[src/rtl/mem_access_pkg.sv]
// Shared encodings for the MEM-stage load/store unit.
// Latency: n/a (types, constants and a pure helper function only).
// Backpressure: n/a.
package mem_access_pkg;

  // Access FSM encoding
  typedef enum logic [1:0] {
    ST_IDLE = 2'b00,
    ST_REQ  = 2'b01,
    ST_DONE = 2'b10
  } state_e;

  // Load funct3 as produced by the control unit
  localparam logic [2:0] F3_LB  = 3'b000;
  localparam logic [2:0] F3_LH  = 3'b001;
  localparam logic [2:0] F3_LW  = 3'b010;
  localparam logic [2:0] F3_LBU = 3'b100;
  localparam logic [2:0] F3_LHU = 3'b101;

  // Store size as produced by the control unit; load funct3[1:0] uses the same code
  localparam logic [1:0] SZ_BYTE = 2'b00;
  localparam logic [1:0] SZ_HALF = 2'b01;
  localparam logic [1:0] SZ_WORD = 2'b10;
  localparam logic [1:0] SZ_ILL  = 2'b11;

  // Byte enables for an access of the given size starting at the given lane
  function automatic logic [3:0] lane_be(input logic [1:0] size, input logic [1:0] lane);
    logic [3:0] be;
    case (size)
      SZ_BYTE: be = 4'b0001 << lane;
      SZ_HALF: be = lane[1] ? 4'b1100 : 4'b0011;
      default: be = 4'b1111;
    endcase
    return be;
  endfunction

endpackage

[src/rtl/data_mem_access_unit_load_extend.sv]
// Selects the addressed byte/half from a memory word and sign/zero extends it.
// Latency: purely combinational.
// Backpressure: none; result is valid whenever the inputs are.
module load_extend
  import mem_access_pkg::*;
(
  input  logic [31:0] rdata_i,
  input  logic [1:0]  lane_i,
  input  logic [2:0]  funct3_i,
  output logic [31:0] result_o
);

  logic [7:0]  byte_sel;
  logic [15:0] half_sel;

  // Lane select followed by extension chosen by load type
  always_comb begin
    byte_sel = rdata_i[{lane_i, 3'b000} +: 8];
    half_sel = lane_i[1] ? rdata_i[31:16] : rdata_i[15:0];
    case (funct3_i)
      F3_LB:   result_o = {{24{byte_sel[7]}}, byte_sel};
      F3_LH:   result_o = {{16{half_sel[15]}}, half_sel};
      F3_LBU:  result_o = {24'h000000, byte_sel};
      F3_LHU:  result_o = {16'h0000, half_sel};
      default: result_o = rdata_i;
    endcase
  end

endmodule

[src/rtl/data_mem_access_unit.sv]
// MEM-stage load/store unit: drives a word-addressed memory via req/ack with byte enables.
// Latency: BUSYWAIT high for 2 + (REQ cycles without ack); READ_DATA valid in DONE.
// Backpressure: MEM_REQ held until MEM_ACK; pipeline stalled via BUSYWAIT meanwhile.
module data_mem_access_unit
  import mem_access_pkg::*;
#(
  parameter int ADDR_WIDTH = 32
) (
  input  logic                  CLK,
  input  logic                  RESET,
  input  logic [3:0]            MAIN_MEM_READ,
  input  logic [2:0]            MAIN_MEM_WRITE,
  input  logic [ADDR_WIDTH-1:0] ADDRESS,
  input  logic [31:0]           WRITE_DATA,
  output logic [31:0]           READ_DATA,
  output logic                  BUSYWAIT,
  output logic                  ACCESS_FAULT,
  output logic                  MEM_REQ,
  output logic                  MEM_WE,
  output logic [ADDR_WIDTH-1:0] MEM_ADDR,
  output logic [31:0]           MEM_WDATA,
  output logic [3:0]            MEM_BE,
  input  logic [31:0]           MEM_RDATA,
  input  logic                  MEM_ACK
);

  state_e                state_q;
  logic                  req_q;
  logic                  we_q;
  logic [ADDR_WIDTH-1:0] addr_q;
  logic [31:0]           wdata_q;
  logic [3:0]            be_q;
  logic [31:0]           rdata_q;
  logic [2:0]            f3_q;
  logic [1:0]            lane_q;
  logic                  is_load_q;

  logic        load_en;
  logic        store_en;
  logic [1:0]  lane;
  logic [1:0]  acc_size;
  logic        illegal;
  logic        misalign;
  logic        fault;
  logic        req_valid;
  logic        in_idle;
  logic [31:0] st_data;
  logic [31:0] ext_data;

  assign load_en  = MAIN_MEM_READ[3];
  // A load takes priority when both enables are raised
  assign store_en = MAIN_MEM_WRITE[2] & ~load_en;
  assign lane     = ADDRESS[1:0];
  assign acc_size = load_en ? MAIN_MEM_READ[1:0] : MAIN_MEM_WRITE[1:0];
  assign in_idle  = (state_q == ST_IDLE);

  // Decode illegal encodings and misalignment for the presented access
  always_comb begin
    illegal = 1'b0;
    if (load_en) begin
      illegal = (MAIN_MEM_READ[2:0] == 3'b011) || (MAIN_MEM_READ[2:0] == 3'b110) ||
                (MAIN_MEM_READ[2:0] == 3'b111);
    end else if (store_en) begin
      illegal = (MAIN_MEM_WRITE[1:0] == SZ_ILL);
    end
    misalign = ((acc_size == SZ_HALF) && lane[0]) ||
               ((acc_size == SZ_WORD) && (lane != 2'b00));
    fault     = (load_en | store_en) & (illegal | misalign);
    req_valid = (load_en | store_en) & ~fault;
  end

  // Place right-aligned store data onto its byte lanes, unused lanes zero
  always_comb begin
    st_data = 32'h0;
    case (MAIN_MEM_WRITE[1:0])
      SZ_BYTE: st_data = {24'h000000, WRITE_DATA[7:0]} << {lane, 3'b000};
      SZ_HALF: st_data = lane[1] ? {WRITE_DATA[15:0], 16'h0000} : {16'h0000, WRITE_DATA[15:0]};
      default: st_data = WRITE_DATA;
    endcase
  end

  load_extend u_load_extend (
    .rdata_i  (MEM_RDATA),
    .lane_i   (lane_q),
    .funct3_i (f3_q),
    .result_o (ext_data)
  );

  // Stall and fault flags are combinational so the pipeline sees them in the accept cycle
  assign BUSYWAIT     = RESET & ((in_idle & req_valid) | (state_q == ST_REQ));
  assign ACCESS_FAULT = RESET & in_idle & fault;

  // Access FSM with registered memory-side outputs and load result
  always_ff @(posedge CLK or negedge RESET) begin
    if (!RESET) begin
      state_q   <= ST_IDLE;
      req_q     <= 1'b0;
      we_q      <= 1'b0;
      addr_q    <= '0;
      wdata_q   <= 32'h0;
      be_q      <= 4'h0;
      rdata_q   <= 32'h0;
      f3_q      <= 3'b000;
      lane_q    <= 2'b00;
      is_load_q <= 1'b0;
    end else begin
      case (state_q)
        ST_IDLE: begin
          if (req_valid) begin
            state_q   <= ST_REQ;
            req_q     <= 1'b1;
            we_q      <= store_en;
            addr_q    <= {ADDRESS[ADDR_WIDTH-1:2], 2'b00};
            wdata_q   <= store_en ? st_data : 32'h0;
            be_q      <= lane_be(acc_size, lane);
            f3_q      <= MAIN_MEM_READ[2:0];
            lane_q    <= lane;
            is_load_q <= load_en;
          end
        end
        ST_REQ: begin
          if (MEM_ACK) begin
            state_q <= ST_DONE;
            req_q   <= 1'b0;
            be_q    <= 4'h0;
            if (is_load_q) begin
              rdata_q <= ext_data;
            end
          end
        end
        // The pipeline advances on this edge; the still-presented request is not re-accepted
        ST_DONE: state_q <= ST_IDLE;
        default: state_q <= ST_IDLE;
      endcase
    end
  end

  assign READ_DATA = rdata_q;
  assign MEM_REQ   = req_q;
  assign MEM_WE    = we_q;
  assign MEM_ADDR  = addr_q;
  assign MEM_WDATA = wdata_q;
  assign MEM_BE    = be_q;

endmodule
[config.mk]
export PLATFORM = sky130hd
export DESIGN_NAME = data_mem_access_unit
export DESIGN_NICKNAME = d
export VERILOG_FILES = /design/src/rtl/mem_access_pkg.sv /design/src/rtl/data_mem_access_unit_load_extend.sv /design/src/rtl/data_mem_access_unit.sv
export SDC_FILE = /design/constraint.sdc
export NUM_CORES = 1
export LEC_CHECK = 0
export BUFFER_PORTS_ARGS = -buffer_cell sky130_fd_sc_hd__buf_2
export CAP_MARGIN = 20
export CORE_MARGIN = 5
export CORE_UTILIZATION = 37
export CTS_CLUSTER_DIAMETER = 100
export DETAILED_ROUTE_END_ITERATION = 8
export PLACE_DENSITY = 0.65
export RECOVER_POWER = 100
export SLEW_MARGIN = 30
export SYNTH_ARGS = -nofsm -noshare
export SYNTH_HDL_FRONTEND = slang
export SYNTH_SLANG_ARGS = --single-unit
[constraint.sdc]
create_clock -name CLK -period 2.8 [get_ports CLK]
set_input_delay 0.56 -clock CLK [delete_from_list [all_inputs] [get_ports CLK]]
set_output_delay 0.56 -clock CLK [all_outputs]
set_load 0.03 [all_outputs]
**Word level (Yosys, flattened, before mapping)**

Cells that the tools add are included.
W data, S select, Z words.

- Register bits: 108
- Latch bits: 0
- Bits in writable memories: 0
- ROM bits: 0
- Output and inout port bits: 104
- Word-level logic and storage cells: 72
- Memories kept: 0

- $add $sub $neg: 0
- $mul: 0
- Div/mod/pow operators: 0
- Magnitude comparators: 0
- Equal/unequal tests: 13
- Shift operators: 3
- Mux-type cells: 19
- Bitwise logic cells: 12
- Reduce and logical (&&, ||, !) cells: 15

Operators with widths:

| cell | number |
|---|---|
| $pmux W32 S4 | 1 |
| $mux W32 | 2 |
| $pmux W32 S2 | 1 |
| $shiftx A32 B6 Y8 | 1 |
| $shl A8 B5 Y32 | 1 |
| $mux W16 | 1 |
| $pmux W4 S2 | 2 |
| $eq A3 B3 Y1 const B | 4 |
| $mux W4 | 3 |
| $and A1 B1 Y1 | 7 |
| $eq A2 B1 Y1 const B | 3 |
| $logic_not A2 Y1 | 3 |
| $mux W2 | 3 |
| $reduce_and A3 Y1 | 2 |
| $eq A2 B2 Y1 const B | 2 |
| $mux W1 | 4 |
| $ne A2 B2 Y1 const B | 2 |
| $pmux W2 S2 | 1 |
| $reduce_and A2 Y1 | 2 |
| $reduce_bool A2 Y1 | 2 |
| $shl A1 B2 Y4 const A | 1 |
| $eq A3 B1 Y1 const B | 1 |
| $eq A3 B2 Y1 const B | 1 |
| $logic_not A3 Y1 | 1 |
| 5 further kinds | 11 |

**Depth between registers and ports, before layout**

- Depth in word-level cells: 11
- Mapped depth: 7
- Gate-level depth less buffers: 4

**Hierarchy**

A second synthesis with hierarchy kept.

- Cell total of the unflattened synthesis: 502
- Area, all modules: 5835.6 um^2

By module, submodules not included:

| module | times used | cells each | area each (um^2) |
|---|---|---|---|
| data_mem_access_unit | 1 | 384 | 5074.9 |
| load_extend | 1 | 118 | 760.7 |

**Least setup slack after synthesis**

No wires, ideal clock.

- Kind: input-to-output
- From: in MAIN_MEM_WRITE[0]
- To: out ACCESS_FAULT
- Arrival: 1.987 ns
- Path slack: 0.253 ns
- Cell stages on the path: 4
- Path through: or3b_1 a21oi_2 a211oi_1 nor3b_1

- Cells in the longest elaborated chain, start to end: 7
- Elaborated cells between the ends (all ways): 12
- Classes of those cells: 3 x eq/ne; 3 x mux; 3 x bitwise; 3 x reduce/logical

Ends and longest elaborated chain:

| element | line | RTL |
|---|---|---|
| start, declared | data_mem_access_unit.sv:12 | `input logic [2:0] MAIN_MEM_WRITE,` |
| $mux W2 | data_mem_access_unit.sv:54 | `assign acc_size = load_en ? MAIN_MEM_READ[1:0] : MAIN_MEM_WRITE[1:0];` |
| $eq A2 B1 Y1 / $eq A2 B2 Y1 (equally long branches) | data_mem_access_unit.sv:66, data_mem_access_unit.sv:67 |  |
| $logic_and A1 B1 Y1 (on tied branches) | data_mem_access_unit.sv:66, data_mem_access_unit.sv:67 |  |
| $logic_or A1 B1 Y1 | data_mem_access_unit.sv:66 | `misalign = ((acc_size == SZ_HALF) && lane[0]) \|\|` |
| $or A1 B1 Y1 * | data_mem_access_unit.sv:68 | `fault = (load_en \| store_en) & (illegal \| misalign);` |
| $and A1 B1 Y1 * | data_mem_access_unit.sv:68 |  |
| $and A1 B1 Y1 * | data_mem_access_unit.sv:91 | `assign ACCESS_FAULT = RESET & in_idle & fault;` |
| end, declared | data_mem_access_unit.sv:17 | `output logic ACCESS_FAULT,` |

Every way passes the cells marked *; elsewhere a longest branch is shown, timed or not.

**Worst setup path after layout**

- From: reg state_q[1]
- To: out BUSYWAIT

- Cells in the longest elaborated chain, start to end: 4
- Elaborated cells between the ends (all ways): 5
- Classes of those cells: 1 x eq/ne; 3 x bitwise; 1 x reduce/logical

Ends and longest elaborated chain:

| element | line | RTL |
|---|---|---|
| start, declared | data_mem_access_unit.sv:27 | `state_e state_q;` |
| start signal, assigned | data_mem_access_unit.sv:96 | `state_q <= ST_IDLE;` |
| start signal, assigned | data_mem_access_unit.sv:110 | `state_q <= ST_REQ;` |
| start signal, assigned | data_mem_access_unit.sv:123 | `state_q <= ST_DONE;` |
| $logic_not A2 Y1 | data_mem_access_unit.sv:55 | `assign in_idle = (state_q == ST_IDLE);` |
| $and A1 B1 Y1 | data_mem_access_unit.sv:90 | `assign BUSYWAIT = RESET & ((in_idle & req_valid) \| (state_q == ST_REQ));` |
| $or A1 B1 Y1 * | data_mem_access_unit.sv:90 |  |
| $and A1 B1 Y1 * | data_mem_access_unit.sv:90 |  |
| end, declared | data_mem_access_unit.sv:16 | `output logic BUSYWAIT,` |

Marked as above.

==> impl_metrics.json <==
{
  "grt_usage_pct": 18.3,
  "antenna_left": 0,
  "wl_met2_um": 7620,
  "slew-limit-headroom_pct": 10.8,
  "grt-ovfl-total": 0,
  "sw_frac_of_total_pct": 46.7,
  "clk_path_buf_depth": 2,
  "top_layer": "met4",
  "die_h_um": 131,
  "cts_buffers": 9,
  "tightest_slew_ns": 1.34,
  "cts-hold-fix-buffers": 0,
  "cts_tree": "yes",
  "worstHoldPathType": "input pin to async pin",
  "ys_seq_elements": 108,
  "period_needed_ns": 2.56,
  "whs_ns": 0.0884,
  "insertion_delay_ns": 0.35,
  "synth_edf_count": 0,
  "clkTransAtPathRegs_ns": 0.07,
  "dpl.hpwl_um": 12000,
  "die_w_um": 131,
  "cp.arrival_ns": 2.00,
  "cts_resized": 0,
  "p_switching_mw": 3.34,
  "wl_um": 15900,
  "final_area_mm2": 0.00660,
  "cp_data_required_time_ns": 2.24,
  "critPathMaxFanout": 3,
  "yosysSeqAreaShare_pct": 50.0,
  "die-area_mm2": 0.0171,
  "grt_first_pass_wirelength_um": 24200,
  "skew_ns": 0.00482,
  "synth_cells": 483,
  "syn_avg_cell_area_um2": 11.2,
  "p_leak_nw": 3.02,
  "placed_cells": 849,
  "grt_max_degree": 68,
  "place_area_mm2": 0.00659,
  "vias_per_cell": 5.26,
  "nets": 783,
  "initial_core_util_pct": 37.5,
  "ff2ff_setup_slack_ns": 0.48,
  "wl_per_cell_um": 18.4,
  "max_freq_mhz": 390,
  "rows": 44,
  "wl_met3_um": 1280,
  "first_pass_iters": 5,
  "antennaDiodeCount": 0,
  "antenna_found_initial": 0,
  "syn-cell-area_mm2": 0.00541,
  "drc": 0,
  "irDropWorstVdd_mv": 0.342,
  "status": "completed",
  "crit_type": "flop to primary output",
  "grt_pass1_vias": 4620,
  "drt-initial-drc-count": 317,
  "gp_congestion": 0.876,
  "core_region_area_mm2": 0.0144,
  "drv_cap": 0,
  "drive_above_1_share_pct": 25.7,
  "yosys_warnings": 0,
  "p_seq_share_pct": 36.8,
  "critPathCaptureType": "primary output",
  "cp-start-kind": "flop",
  "num_vias": 4551,
  "p_comb_share_pct": 46.7,
  "clock-sinks": 108,
  "final_cells": 865,
  "syn_to_final_growth_pct": 22.1,
  "power_frac_clock_pct": 16.6,
  "drv_slew": 0,
  "min_period_over_period_pct": 91.5,
  "powerDensity_mw_per_mm2": 1090,
  "hold_viol": 0,
  "setup_viol": 0,
  "portBuffers": 207,
  "ys.flop_type": "dfrtp_1",
  "rsz0062_at_grt": "no",
  "tns_ns": 0,
  "synth.distinct_cells": 39,
  "io_pins": 210,
  "async_reset_ff_share_pct": 100,
  "p_int_mw": 3.82,
  "htreeDepth": 3,
  "cts-root-buf": "clkbuf_16",
  "wl_met1_um": 6590,
  "postCtsSetupBuffers": 0
}
==> registers in the layout, summed over array words and instances (netlist names) <==
signal / count
state_q: 2
READ_DATA: 32
lane_q: 2
MEM_WE: 1
f3_q: 3
MEM_ADDR: 30
MEM_BE: 4
MEM_WDATA: 32
is_load_q: 1
MEM_REQ: 1
==> layout make-up <==
cell class                 instances  area [µm²]
clock buffer                      10         229
sequential                       108        2700
inverter                           8        30.0
fill                            1470        7820
clock inverter                     5        37.5
multi-input combinational        330        2370
timing repair buffer             220        1010
tap                              184         230
==> cells in the mapped netlist, types with 8 or more instances <==
| master | n | area share (%) |
|---|---|---|
| nor4bb_1 | 9 | 1.7 |
| inv_1 | 8 | 0.56 |
| nand2_1 | 48 | 3.3 |
| mux2_4 | 32 | 8.9 |
| clkbuf_1 | 21 | 1.5 |
| mux2_2 | 39 | 8.1 |
| nor2_1 | 33 | 2.3 |
| and3_1 | 8 | 0.93 |
| dfrtp_1 | 108 | 50 |
| buf_2 | 8 | 0.74 |
| a22oi_1 | 25 | 3.5 |
| a22o_1 | 8 | 1.3 |
| and2_1 | 10 | 1.2 |
| a21oi_1 | 47 | 4.3 |
| o21ai_0 | 12 | 1.1 |
| mux2i_1 | 12 | 2.2 |
==> per-stage QoR <==
step	util [%]	power, mW	setup slack, ns
after floorplan	-	5.27	0.253
after global placement	45.7	6.33	0.283
after detailed placement	45.7	6.42	0.269
after CTS	47.5	7.64	0.260
after global routing	45.8	7.61	0.100
final	45.8	7.17	0.237
==> cell usage in the layout (no fill, tap or decap), types with 3 or more instances in the layout <==
| cell | netlist | layout |
|---|---|---|
| mux2_2 | 39 | 39 |
| nor2_1 | 33 | 33 |
| o22a_1 | 7 | 7 |
| nand2_1 | 48 | 48 |
| o21ai_0 | 12 | 13 |
| dfrtp_1 | 108 | 108 |
| o21a_1 | 3 | 3 |
| mux2i_1 | 12 | 12 |
| nor2b_1 | 5 | 5 |
| clkbuf_16 | 0 | 9 |
| and2_1 | 10 | 10 |
| a31oi_1 | 7 | 7 |
| nand3b_1 | 3 | 3 |
| and3_1 | 8 | 8 |
| nor4bb_1 | 9 | 9 |
| a21o_1 | 3 | 3 |
| inv_1 | 8 | 8 |
| a22o_1 | 8 | 8 |
| buf_4 | 2 | 7 |
| clkbuf_2 | 0 | 4 |
| buf_2 | 8 | 104 |
| mux2_1 | 0 | 31 |
| a22oi_1 | 25 | 25 |
| clkbuf_1 | 21 | 104 |
| a21oi_1 | 47 | 47 |
==> cells by family after synthesis <==
kind of cell,Yosys count,synth area share (%)
buf+inv,46,4.21
compound gates,120,14.5
other cells,1,0.0693
mux,84,19.6
simple gates,124,11.6
flops,108,50.0
==> worst max-delay path: stages, from the launching register on <==
cell and delay (ns):
dfrtp_1 0.39, nor2_1 0.15, o21ai_0 0.19, a2111oi_4 0.50, o21a_1 0.21, clkbuf_2 0.21
==> path summary, 6_finish.rpt <==
kind / endpoint / depth (start not counted) / start
min in group CLK: MEM_ADDR[22]$_DFFE_PN0P_ / 2 / ADDRESS[22]
max in group asynchronous: READ_DATA[27]$_DFFE_PN0P_ / 3 / RESET
min: MEM_WDATA[26]$_DFFE_PN0P_ / 1 / RESET
min reg2reg: MEM_REQ$_DFFE_PN0P_ / 1 / MEM_REQ$_DFFE_PN0P_
max: BUSYWAIT / 5 / state_q[1]$_DFFE_PN0P_
max reg2reg: MEM_WDATA[25]$_DFFE_PN0P_ / 5 / state_q[1]$_DFFE_PN0P_
==> metal layers <==
layer / vias to the layer above / global-route usage (%)
met1: 2206 / 23.8
met4: 0 / 7.92
met5: - / 0
met2: 202 / 29.2
li1: 2113 / -
met3: 30 / 4.27
==> power by group through the flow <==
stage / Clock [mW] / Sequential [mW] / Combinational (mW)
2_1_floorplan: 0 / 3.74 / 1.53
3_3_place_gp: 0 / 2.62 / 3.71
3_5_place_dp: 0 / 2.65 / 3.77
4_1_cts: 1.23 / 2.64 / 3.77
5_1_grt: 1.28 / 2.72 / 3.60
6_report: 1.19 / 2.63 / 3.34
(Power assumes the default switching activity.)
